## src/rtl/reset_sequencer_pkg.sv

```systemverilog
// Shared definitions for the reset sequencer: FSM state encoding and the
// helper used to size its saturating counters.
package reset_sequencer_pkg;

    // Sequencer FSM states
    typedef enum logic [2:0] {
        ST_HOLD    = 3'd0,
        ST_WAIT    = 3'd1,
        ST_RUN     = 3'd2,
        ST_BACKOFF = 3'd3,
        ST_FAULT   = 3'd4
    } state_e;

    // Width of a counter that must hold values 0..max_val (at least 1 bit)
    function automatic int cnt_width(input int max_val);
        return (max_val < 1) ? 1 : $clog2(max_val + 1);
    endfunction

endpackage

```

## src/rtl/reset_sequencer_sync.sv

```systemverilog
// Two-flop synchroniser for the per-stage ready inputs. Both flop ranks are
// cleared by the synchronous Reset so no stale ready survives a reset.
module reset_sequencer_sync #(
    parameter int WIDTH = 4
) (
    input  logic             ipClk,
    input  logic             Reset,
    input  logic [WIDTH-1:0] ready_i,
    output logic [WIDTH-1:0] ready_o
);

    logic [WIDTH-1:0] meta_q;
    logic [WIDTH-1:0] sync_q;

    // Two-rank capture of the asynchronous ready bits
    always_ff @(posedge ipClk) begin
        if (Reset) begin
            meta_q <= '0;
            sync_q <= '0;
        end else begin
            meta_q <= ready_i;
            sync_q <= meta_q;
        end
    end

    assign ready_o = sync_q;

endmodule

```

## src/rtl/reset_sequencer.sv

```systemverilog
// Reset sequencer: releases NUM_STAGES domain resets one at a time, each
// after the previous stage has held ready for STABLE_CYCLES. Ready timeouts
// back off and retry up to MAX_RETRIES times before a sticky fault; a ready
// dropout of an already-up stage re-sequences from that stage.
// Build option: define RESET_SEQUENCER_READY_SYNC_EN to pass ipReady through
// a 2-flop synchroniser (adds 2 cycles to every ready-related latency).
module reset_sequencer
    import reset_sequencer_pkg::*;
#(
    parameter int NUM_STAGES       = 4,
    parameter int STABLE_CYCLES    = 16,
    parameter int TIMEOUT_CYCLES   = 50000,
    parameter int RETRY_GAP_CYCLES = 64,
    parameter int MAX_RETRIES      = 3
) (
    input  logic                              ipClk,
    input  logic                              Reset,
    input  logic [NUM_STAGES-1:0]             ipReady,
    output logic [NUM_STAGES-1:0]             opReset,
    output logic [$clog2(NUM_STAGES+1)-1:0]   opStage,
    output logic                              opDone,
    output logic                              opRetry,
    output logic                              opFault
);

    localparam int STW = $clog2(NUM_STAGES + 1);
    localparam int SCW = cnt_width(STABLE_CYCLES);
    localparam int TCW = cnt_width(TIMEOUT_CYCLES);
    localparam int GCW = cnt_width(RETRY_GAP_CYCLES);
    localparam int RCW = cnt_width(MAX_RETRIES);

    localparam logic [SCW-1:0] STABLE_MAX = SCW'(STABLE_CYCLES);
    localparam logic [TCW-1:0] TMO_MAX    = TCW'(TIMEOUT_CYCLES);
    localparam logic [GCW-1:0] GAP_LAST   = GCW'(RETRY_GAP_CYCLES - 1);
    localparam logic [RCW-1:0] RETRY_MAX  = RCW'(MAX_RETRIES);
    localparam logic [STW-1:0] LAST_STAGE = STW'(NUM_STAGES - 1);
    localparam logic [STW-1:0] ALL_STAGES = STW'(NUM_STAGES);

    logic [NUM_STAGES-1:0] rdy;

`ifdef RESET_SEQUENCER_READY_SYNC_EN
    reset_sequencer_sync #(
        .WIDTH (NUM_STAGES)
    ) u_sync (
        .ipClk   (ipClk),
        .Reset   (Reset),
        .ready_i (ipReady),
        .ready_o (rdy)
    );
`else
    assign rdy = ipReady;
`endif

    state_e                state_q,   state_d;
    logic [STW-1:0]        stage_q,   stage_d;
    logic [SCW-1:0]        stable_q,  stable_d;
    logic [TCW-1:0]        tmo_q,     tmo_d;
    logic [GCW-1:0]        gap_q,     gap_d;
    logic [RCW-1:0]        retry_q,   retry_d;
    logic                  redo_q,    redo_d;
    logic [NUM_STAGES-1:0] dom_rst_q, dom_rst_d;
    logic                  done_q,    done_d;
    logic                  pulse_q,   pulse_d;
    logic                  fault_q,   fault_d;

    logic                  cur_rdy;
    logic                  drop_hit;
    logic [STW-1:0]        drop_idx;
    logic [NUM_STAGES-1:0] cur_mask;
    logic [NUM_STAGES-1:0] next_mask;
    logic [NUM_STAGES-1:0] hi_mask;

    // Decode the current/next stage bits and find the lowest up stage whose ready dropped
    always_comb begin
        cur_rdy   = 1'b0;
        drop_hit  = 1'b0;
        drop_idx  = '0;
        cur_mask  = '0;
        next_mask = '0;
        hi_mask   = '0;
        // Scan high to low so the last hit is the lowest affected stage
        for (int k = NUM_STAGES - 1; k >= 0; k--) begin
            if (STW'(k) == stage_q) begin
                cur_rdy     = rdy[k];
                cur_mask[k] = 1'b1;
            end
            if (STW'(k) == stage_q + STW'(1)) begin
                next_mask[k] = 1'b1;
            end
            if (((state_q == ST_RUN) || ((state_q == ST_WAIT) && (STW'(k) < stage_q))) && !rdy[k]) begin
                drop_hit = 1'b1;
                drop_idx = STW'(k);
            end
        end
        for (int k = 0; k < NUM_STAGES; k++) begin
            hi_mask[k] = (STW'(k) >= drop_idx);
        end
    end

    // Sequencer next-state: dropout beats timeout beats stable-complete
    always_comb begin
        state_d   = state_q;
        stage_d   = stage_q;
        stable_d  = stable_q;
        tmo_d     = tmo_q;
        gap_d     = gap_q;
        retry_d   = retry_q;
        redo_d    = redo_q;
        dom_rst_d = dom_rst_q;
        done_d    = done_q;
        pulse_d   = 1'b0;
        fault_d   = fault_q;
        case (state_q)
            ST_HOLD: begin
                state_d      = ST_WAIT;
                stage_d      = '0;
                stable_d     = '0;
                tmo_d        = '0;
                redo_d       = 1'b0;
                dom_rst_d    = '1;
                dom_rst_d[0] = 1'b0;
            end
            ST_WAIT: begin
                if (drop_hit) begin
                    // Re-assert from the dropped stage upward; release it again next edge
                    stage_d   = drop_idx;
                    dom_rst_d = dom_rst_q | hi_mask;
                    redo_d    = 1'b1;
                    stable_d  = '0;
                    tmo_d     = '0;
                end else if (redo_q) begin
                    dom_rst_d = dom_rst_q & ~cur_mask;
                    redo_d    = 1'b0;
                    stable_d  = '0;
                    tmo_d     = '0;
                end else if (tmo_q == TMO_MAX) begin
                    dom_rst_d = '1;
                    if (retry_q < RETRY_MAX) begin
                        retry_d = retry_q + RCW'(1);
                        pulse_d = 1'b1;
                        gap_d   = '0;
                        state_d = ST_BACKOFF;
                    end else begin
                        fault_d = 1'b1;
                        state_d = ST_FAULT;
                    end
                end else if (stable_q == STABLE_MAX) begin
                    stable_d = '0;
                    tmo_d    = '0;
                    if (stage_q == LAST_STAGE) begin
                        state_d = ST_RUN;
                        stage_d = ALL_STAGES;
                        done_d  = 1'b1;
                        retry_d = '0;
                    end else begin
                        stage_d   = stage_q + STW'(1);
                        dom_rst_d = dom_rst_q & ~next_mask;
                    end
                end else begin
                    // Neither counter is at its limit here, so the increments cannot wrap
                    tmo_d    = tmo_q + TCW'(1);
                    stable_d = cur_rdy ? (stable_q + SCW'(1)) : '0;
                end
            end
            ST_RUN: begin
                if (drop_hit) begin
                    state_d   = ST_WAIT;
                    stage_d   = drop_idx;
                    dom_rst_d = hi_mask;
                    done_d    = 1'b0;
                    redo_d    = 1'b1;
                    stable_d  = '0;
                    tmo_d     = '0;
                end
            end
            ST_BACKOFF: begin
                if (gap_q == GAP_LAST) begin
                    state_d      = ST_WAIT;
                    stage_d      = '0;
                    stable_d     = '0;
                    tmo_d        = '0;
                    redo_d       = 1'b0;
                    dom_rst_d[0] = 1'b0;
                end else begin
                    gap_d = gap_q + GCW'(1);
                end
            end
            ST_FAULT: begin
                state_d = ST_FAULT;
            end
            default: begin
                state_d = ST_HOLD;
            end
        endcase
    end

    // State and output registers; Reset returns everything to the held state
    always_ff @(posedge ipClk) begin
        if (Reset) begin
            state_q   <= ST_HOLD;
            stage_q   <= '0;
            stable_q  <= '0;
            tmo_q     <= '0;
            gap_q     <= '0;
            retry_q   <= '0;
            redo_q    <= 1'b0;
            dom_rst_q <= '1;
            done_q    <= 1'b0;
            pulse_q   <= 1'b0;
            fault_q   <= 1'b0;
        end else begin
            state_q   <= state_d;
            stage_q   <= stage_d;
            stable_q  <= stable_d;
            tmo_q     <= tmo_d;
            gap_q     <= gap_d;
            retry_q   <= retry_d;
            redo_q    <= redo_d;
            dom_rst_q <= dom_rst_d;
            done_q    <= done_d;
            pulse_q   <= pulse_d;
            fault_q   <= fault_d;
        end
    end

    assign opReset = dom_rst_q;
    assign opStage = stage_q;
    assign opDone  = done_q;
    assign opRetry = pulse_q;
    assign opFault = fault_q;

endmodule

```

## config.mk

```make
export PLATFORM = sky130hd
export DESIGN_NAME = reset_sequencer
export DESIGN_NICKNAME = d
export VERILOG_FILES = /design/src/rtl/reset_sequencer_pkg.sv /design/src/rtl/reset_sequencer_sync.sv /design/src/rtl/reset_sequencer.sv
export SDC_FILE = /design/constraint.sdc
export NUM_CORES = 1
export LEC_CHECK = 0
export CAP_MARGIN = 10
export CORE_AREA = 2 2 73 75
export DETAILED_ROUTE_END_ITERATION = 6
export DIE_AREA = 0 0 75 77
export PLACE_DENSITY = 0.77
export SLEW_MARGIN = 25
export SYNTH_ARGS = -nofsm -noshare
export SYNTH_HDL_FRONTEND = slang
export SYNTH_SLANG_ARGS = --single-unit
```

## constraint.sdc

```tcl
create_clock -name ipClk -period 2.89 [get_ports ipClk]
set_input_delay 0.867 -clock ipClk [delete_from_list [all_inputs] [get_ports ipClk]]
set_output_delay 0.867 -clock ipClk [all_outputs]
set_load 0.02 [all_outputs]
```

; Word-level counts from Yosys, hierarchy flattened
; Index checks and enable logic that the tools add are counted.
[op_classes]
addsub = 5
order_cmp = 9
n_eq_ne = 33
n_mux = 82
bitwise = 10
reduce_logical = 36
[op_table]
columns = cell, count
row1 = $mux W16, 6
row2 = $pmux W16 S4, 1
row3 = $mux W3, 18
row4 = $mux W5, 7
row5 = $mux W7, 5
row6 = $mux W1, 26
row7 = $mux W4, 6
row8 = $reduce_and A6 Y1, 4
row9 = $pmux W5 S4, 1
row10 = $add A16 B1 Y16 const B, 1
row11 = $eq A16 B16 Y1 const B, 1
row12 = $pmux W3 S5, 1
row13 = $pmux W7 S2, 1
row14 = $eq A2 B3 Y1 const A, 4
row15 = $ne A2 B2 Y1 const B, 6
row16 = $pmux W3 S4, 1
row17 = $mux W2, 5
row18 = $ne A2 B1 Y1 const B, 5
row19 = $reduce_and A5 Y1, 2
row20 = $eq A3 B2 Y1 const B, 3
row21 = $logic_not A3 Y1, 3
row22 = $pmux W3 S3, 1
row23 = $and A4 B4 Y4, 2
row24 = $logic_and A1 B1 Y1, 8
row25 = 34 further kinds, 57
[totals]
register_bits = 44
input_bits = 6
out_inout_bits = 10

; Depth between registers and ports, before layout
; Gate-level depths: netlist of the first run.
[depth]
word_depth = 12
depth_mapped = 10
depth_no_buf = 9

; Least setup slack after synthesis of the first run
; OpenSTA, ideal clock, no wires.
[synth_path]
kind = input -> register
start = input ipReady[0]
end = register stable_q[2]
arrival_ps = 2400
slack_ps = 420
path_stages = 7
n_path_buf = 0
path_cell_list = nor2b_1 > o41a_1 > nor4_2 > or4b_4 > a21oi_4 > nand3b_1 > a21oi_1
[synth_via]
elab_chain_cells = 7
[synth_rtl]
columns = item, line_no
row1 = from (decl), reset_sequencer.sv:18  ; input logic [NUM_STAGES-1:0] ipReady,
row2 = $mux W1, reset_sequencer.sv:83  ; if (STW'(k) == stage_q) begin
row3 = $mux W5, reset_sequencer.sv:162  ; stable_d = cur_rdy ? (stable_q + SCW'(1)) : '0;
row4 = $mux W5, reset_sequencer.sv:147  ; end else if (stable_q == STABLE_MAX) begin
row5 = $mux W5, reset_sequencer.sv:136  ; end else if (tmo_q == TMO_MAX) begin
row6 = $mux W5, reset_sequencer.sv:131  ; end else if (redo_q) begin
row7 = $mux W5, reset_sequencer.sv:124  ; if (drop_hit) begin
row8 = $pmux W5 S4, reset_sequencer.sv:113  ; case (state_q)
row9 = to (signal assigned), reset_sequencer.sv:214  ; stable_q <= stable_d;
row10 = to (decl), reset_sequencer.sv:56  ; logic [SCW-1:0] stable_q, stable_d;
; Parallel ways exist; a longest one is shown, timed or not. The select of a mux whose other input is x is not followed.
; A chain may end at the register's enable or synchronous reset.

; Worst setup path in the final report of the first run
[layout_path]
start = input ipReady[0]
end = register retry_q[0]
[layout_via]
elab_chain_cells = 5
[layout_rtl]
columns = item, line_no
row1 = $logic_not A1 Y1, reset_sequencer.sv:90  ; if (((state_q == ST_RUN) || ((state_q == ST_WAIT) && (STW'(k) < stage_q))) && !rdy[k]) begin
row2 = $logic_and A1 B1 Y1, reset_sequencer.sv:90
row3 = $mux W1, reset_sequencer.sv:90
row4 = $not A1 Y1 (no line), --
row5 = $reduce_and A6 Y1 (no line), --
row6 = to (signal assigned), reset_sequencer.sv:217  ; retry_q <= retry_d;
row7 = to (decl), reset_sequencer.sv:59  ; logic [RCW-1:0] retry_q, retry_d;
; No other way between the ends.

==> results.toml, run 1 <==
[outcome]
status = "complete, no violations"

[placement]
gp_congestion = 0.922
hpwl_mm = 5.18
post-place-ws_ns = -0.241
port_buffers = 15

[route]
drc = 0
drtAntennaViolNets = 0
vias = 2865
viasPerCell = 6.08
drt_first_pass_iters = 5
wire_per_inst_um = 15.2
dr.first_iter.drc_count = 297
wl_mm = 7.14

[sta]
min_period_ns = 2.71
slew_headroom_pct = 34.7
hold_viol_final = 0
tns_ns = 0
finalCritPeriodShare_pct = 93.8
max_freq_ghz = 0.369
clock_skew_ns = 0.0107
rsz0062_at_grt = "no"
slew_violations = 0
tightestPinTransition_ns = 0.967
timing.final.ws_setup_ns = 0.179
setup_viol = 0

[grt]
grt_overflow = 0
grt_usage_pct = 26.7
grt_pass1_wl_mm = 12.4
grt_max_degree = 22
antenna_found_initial = 0
first_global_vias = 2685

[critical_path]
cp.required_ns = 3.08
r2r_cells = 7
cp_max_fo = 3
cp_cell_sequence = "clkdlybuf4s50_1 > nor2b_1 > buf_4 > o41ai_2 > a31oi_1 > or2_2 > or3_1 > nand2_1 > a21oi_1"
criticalPathCategory = "input port to register"
cp-end-kind = "register"
slowest_delay_ns = 0.47
crit_path_start_kind = "input port"
critPathLaunch = "ipReady[0]"
cp_slowest_cell = "clkdlybuf4s50_1"
timing.rr.start = "tmo_q[9]"
crit_arrival_ns = 2.90

[floorplan]
core_area_sq_um = 4980
floorplan.initialDensity_pct = 57.4
fp.dieH_um = 77
ios = 16
rows = 26
die_area_sq_um = 5780
die_w_um = 75

[synth]
netlist_instances = 367
async_flop_share_pct = 0
syn_nets = 384
netlist-cell-type-count = 63
synth_edf_count = 0
syn_area_sq_um = 2860
postSynthAreaPerCell_sq_um = 7.79
ys_warn_count = 0
synth-seq-cells = 44
ys_seq_area_share_pct = 30.8
synthFlopType = "dfxtp_1"

[final_layout]
nNetsFinal = 417
final_cell_mix = "44 x dfxtp_1, 42 x nand2_1, 41 x nor2_1, 36 x a21oi_1, 30 x buf_4"
layout_commonest_cell = "dfxtp_1"
syn_to_final_growth_pct = 17.2
antenna_cells_inserted = 0
drive_gt1_share_pct = 13.5

[cts]
cts_setup_buffers = 0
worstSkewPairLatency_ns = 0.30
h-tree-depth = 2
cts_sinks = 44
root_buffer = "clkbuf_8"
max-clock-path-buffers = 2
path_clk_slew_ns = 0.09
cts_tree = "built"
numCtsBuffers = 5

[flow_run]
cap_viol_max_count = 0

[worst_hold_path]
hold_depth = 2
min_path_type = "register to register"
min_from = "opDone"

[pwr]
ir_worst_vdd_uv = 236
p_per_area_nw_per_um2 = 437
leakage_nw = 1.23
[what timing repair did]
action,in CTS,in global routing
gates resized for setup,0,2
hold endpoints to repair,0,0
endpoints found under the setup margin,0,6
hold buffers,0,0
[final timing paths]
| kind | end | slack (ns) |
|---|---|---|
| worst max-delay path | retry_q[0] | 0.18 |
| worst min-delay path | opDone | 0.46 |
| worst max register to register | opStage[2] | 0.20 |
| worst min register to register | opDone | 0.46 |
[area by class of cell]
class | instances | area [sq um]
Fill cell | 449 | 1630
Tap cell | 70 | 87.6
Inverter | 12 | 45.0
Multi-Input combinational cell | 291 | 1840
Clock inverter | 3 | 46.3
Sequential cell | 44 | 881
Clock buffer | 5 | 68.8
Timing Repair Buffer | 46 | 387
[logic make-up after synthesis]
family / share of synthesized area (%)
adder cells (fa/ha/maj): 4.81
flip-flops: 30.8
buffers and inverters: 5.25
XOR/XNOR: 0.613
AO/OA/AOI/OAI: 25.5
AND/OR/NAND/NOR: 32.3
multiplexers: 0.700
[Yosys cell counts (all sizes together) (3+ instances only)]
| cell | instances | area [sq um] |
|---|---|---|
| nand3b | 5 | 37.5 |
| a21oi | 38 | 205 |
| nand2 | 42 | 158 |
| a31oi | 5 | 31.3 |
| or3 | 3 | 18.8 |
| and2 | 3 | 23.8 |
| nand2b | 10 | 62.6 |
| ha | 11 | 138 |
| a311oi | 17 | 149 |
| nor3 | 9 | 50.1 |
| o221ai | 3 | 26.3 |
| o21ai | 14 | 70.1 |
| nor3b | 4 | 35.0 |
| a211oi | 3 | 22.5 |
| or2 | 3 | 18.8 |
| inv | 12 | 45.0 |
| nand3 | 19 | 95.1 |
| buf | 8 | 57.6 |
| dfxtp | 44 | 881 |
| a41oi | 4 | 35.0 |
| clkbuf | 12 | 47.6 |
| and3 | 8 | 50.1 |
| nor4b | 3 | 26.3 |
| nor4 | 5 | 52.6 |
| nor2 | 41 | 154 |
| o21bai | 3 | 22.5 |
| nor2b | 7 | 43.8 |
[layer usage]
metal | part of all wire (%) | global-route usage [%] | routed length (um) | vias to the layer above
met4 | 2.3 | 8.57 | 167 | 0
met3 | 4.6 | 4.60 | 326 | 16
li1 | - | - | - | 1423
met5 | 0 | 0 | 0 | -
met2 | 47 | 42.0 | 3390 | 81
met1 | 46 | 36.7 | 3260 | 1345
[critical path, delay by kind of cell]
kind / cells / cell delay (ns)
buffers and inverters: 2 / 0.60
and+or+nand+nor: 4 / 0.89
AOI/OAI and AO/OA: 3 / 0.54
[state kept, by name, summed over array words and instances (netlist names)]
signal    cells
stable_q      5
opRetry       1
retry_q       2
opDone        1
state_q       3
gap_q         7
redo_q        1
tmo_q        16
opFault       1
opStage       3
opReset       4
[report_power, final]
group          switching [mW]  internal, mW  leakage (nW)
clock                   0.228         0.261        0.0548
sequential             0.0236         0.620         0.356
combinational           0.189         0.143         0.815
[per-stage QoR]
stage | hold slack, ns | std cells | power [mW] | util (%) | instance area, sq um
after floorplan | 0.436 | 367 | 0.872 | - | 2860
after global placement | 0.440 | 463 | 0.974 | 64.8 | 3220
after detailed placement | 0.447 | 463 | 0.976 | 64.8 | 3220
after CTS | 0.461 | 471 | 1.46 | 67.1 | 3340
after global routing | 0.494 | 471 | 1.53 | 67.3 | 3350
final | 0.455 | 471 | 1.46 | 67.3 | 3350
No activity file was read; power rests on OpenSTA's default activity.
==> inputs of run 2 (changes only) <==
MAX_ROUTING_LAYER = met4   (was default)
clock period = 2.61 ns   (was 2.89 ns; I/O delays follow)
==> results.toml, run 2 (synthesis results as in run 1) <==
[floorplan]
die_area_sq_um = 5780
core_area_sq_um = 4980
floorplan.initialDensity_pct = 57.4
rows = 26
ios = 16
fp.dieH_um = 77
die_w_um = 75

[route]
wire_per_inst_um = 15.4
met1_length_mm = 3.34
viasPerCell = 6.11
met3_length_um = 438
dr.first_iter.drc_count = 400
drt_first_pass_iters = 5
met2WireLength_mm = 3.64
drc = 0
highest_layer = "met4"
vias = 2994
wl_mm = 7.57
drtAntennaViolNets = 0

[sta]
min_period_ns = 2.47
slew_headroom_pct = 59.4
setup_viol = 0
tns_ns = 0
tightestPinTransition_ns = 0.604
finalCritPeriodShare_pct = 94.8
hold_viol_final = 0
rsz0062_at_grt = "no"
slew_violations = 0
clock_skew_ns = 0.00313
max_freq_ghz = 0.404

[pwr]
p_total_mw = 1.54
ir_worst_vdd_uv = 380
p_switching_mw = 0.499
seqPwrFrac_pct = 46.1
combPwrFrac_pct = 24.8
clkPwrFrac_pct = 29.1
p_int_mw = 1.04
p_per_area_nw_per_um2 = 442
leakage_nw = 1.34
swShare_pct = 32.4

[final_layout]
largest_reg_flops = 16
fillCellCount = 429
layout_commonest_cell = "buf_4"
drive_gt1_share_pct = 18.1
syn_to_final_growth_pct = 21.9
reg_top3 = "tmo_q (16), gap_q (7), stable_q (5)"
nNetsFinal = 436
top_register = "tmo_q"
fin_util_pct = 70.0
antenna_cells_inserted = 0
final_cell_mix = "49 x buf_4, 44 x dfxtp_1, 42 x nand2_1, 40 x nor2_1, 36 x a21oi_1"

[critical_path]
crit_arrival_ns = 2.71
rrSetupSlack_ns = 0.16
timing.rr.start = "stable_q[0]"
criticalPathCategory = "input port to register"
r2r_end = "stable_q[2]"
cp.required_ns = 2.85
r2r_cells = 9
cp-end-kind = "register"
crit_path_start_kind = "input port"
cp_max_fo = 5

[cts]
worstSkewPairLatency_ns = 0.30
max-clock-path-buffers = 2
cts_setup_buffers = 0
hold_buffers = 0
cts_tree = "built"
root_buffer = "clkbuf_8"
h-tree-depth = 2
cts_sinks = 44
path_clk_slew_ns = 0.09
numCtsBuffers = 5

[worst_hold_path]
min_from = "opDone"
min_path_type = "register to register"
hold_depth = 2
hold_end = "opDone"

[grt]
first_global_vias = 2713
grt_overflow = 0
grt_max_degree = 25
grt_usage_pct = 28.4
antenna_found_initial = 0
grt_pass1_wl_mm = 12.6

[placement]
gp_congestion = 0.938
port_buffers = 15
hpwl_mm = 5.67

[flow_run]
cap_viol_max_count = 0

[outcome]
status = "complete, no violations"
## run 2: power groups by stage
stage               logic, mW  clock network, mW  registers (mW)
floorplan               0.233                  0           0.733
global placement        0.364                  0           0.724
detailed placement      0.368                  0           0.725
CTS                     0.370              0.459           0.709
global route            0.418              0.484           0.713
finish                  0.381              0.448           0.710
## run 2: layer usage
layer,track usage [%],vias up
li1,-,1460
met1,38.4,1388
met2,43.7,125
met3,4.47,21
met4,8.04,0
met5,-,-
## run 2: per-stage QoR
stage	instances	instance area [sq um]	hold slack (ns)	worst slack, ns
floorplan	367	2860	0.436	0.224
global placement	482	3370	0.440	-0.419
detailed placement	482	3370	0.450	-0.445
CTS	490	3460	0.462	0.0227
global route	490	3480	0.485	0.0307
finish	490	3480	0.458	0.137
## run 2: worst max-delay path: stages
cell	delay, ns
dlygate4sd2_1	0.22
nor2b_1	0.06
o41a_1	0.36
nor4_4	0.34
or4b_4	0.55
a21oi_4	0.18
nand3b_1	0.09
a21oi_1	0.13
## run 2: repair_timing
action,4_1_cts,5_1_grt
endpoints found under the setup margin,16,17
pin swaps,3,6
gates resized for setup,1,9
## run 2: worst max-delay path by stage
stage	slack, ns	cells after the start	from	endpoint
6_report	0.14	8	ipReady[0]	stable_q[2]
5_1_grt	0.03	9	stable_q[0]	stable_q[3]
4_1_cts	0.02	9	stable_q[0]	stable_q[2]
3_5_place_dp	-0.44	8	ipReady[0]	stable_q[2]
3_3_place_gp	-0.42	8	ipReady[0]	stable_q[2]
2_1_floorplan	0.22	7	ipReady[0]	stable_q[2]
## run 2: layout make-up
type / count / area (sq um) / share of cell area, %
Multi-Input combinational cell: 291 / 1850 / 53.0
Sequential cell: 44 / 881 / 25.3
Timing Repair Buffer: 65 / 536 / 15.4
Tap cell: 70 / 87.6 / 2.51
Clock buffer: 5 / 68.8 / 1.97
Inverter: 12 / 45.0 / 1.29
Clock inverter: 3 / 21.3 / 0.610
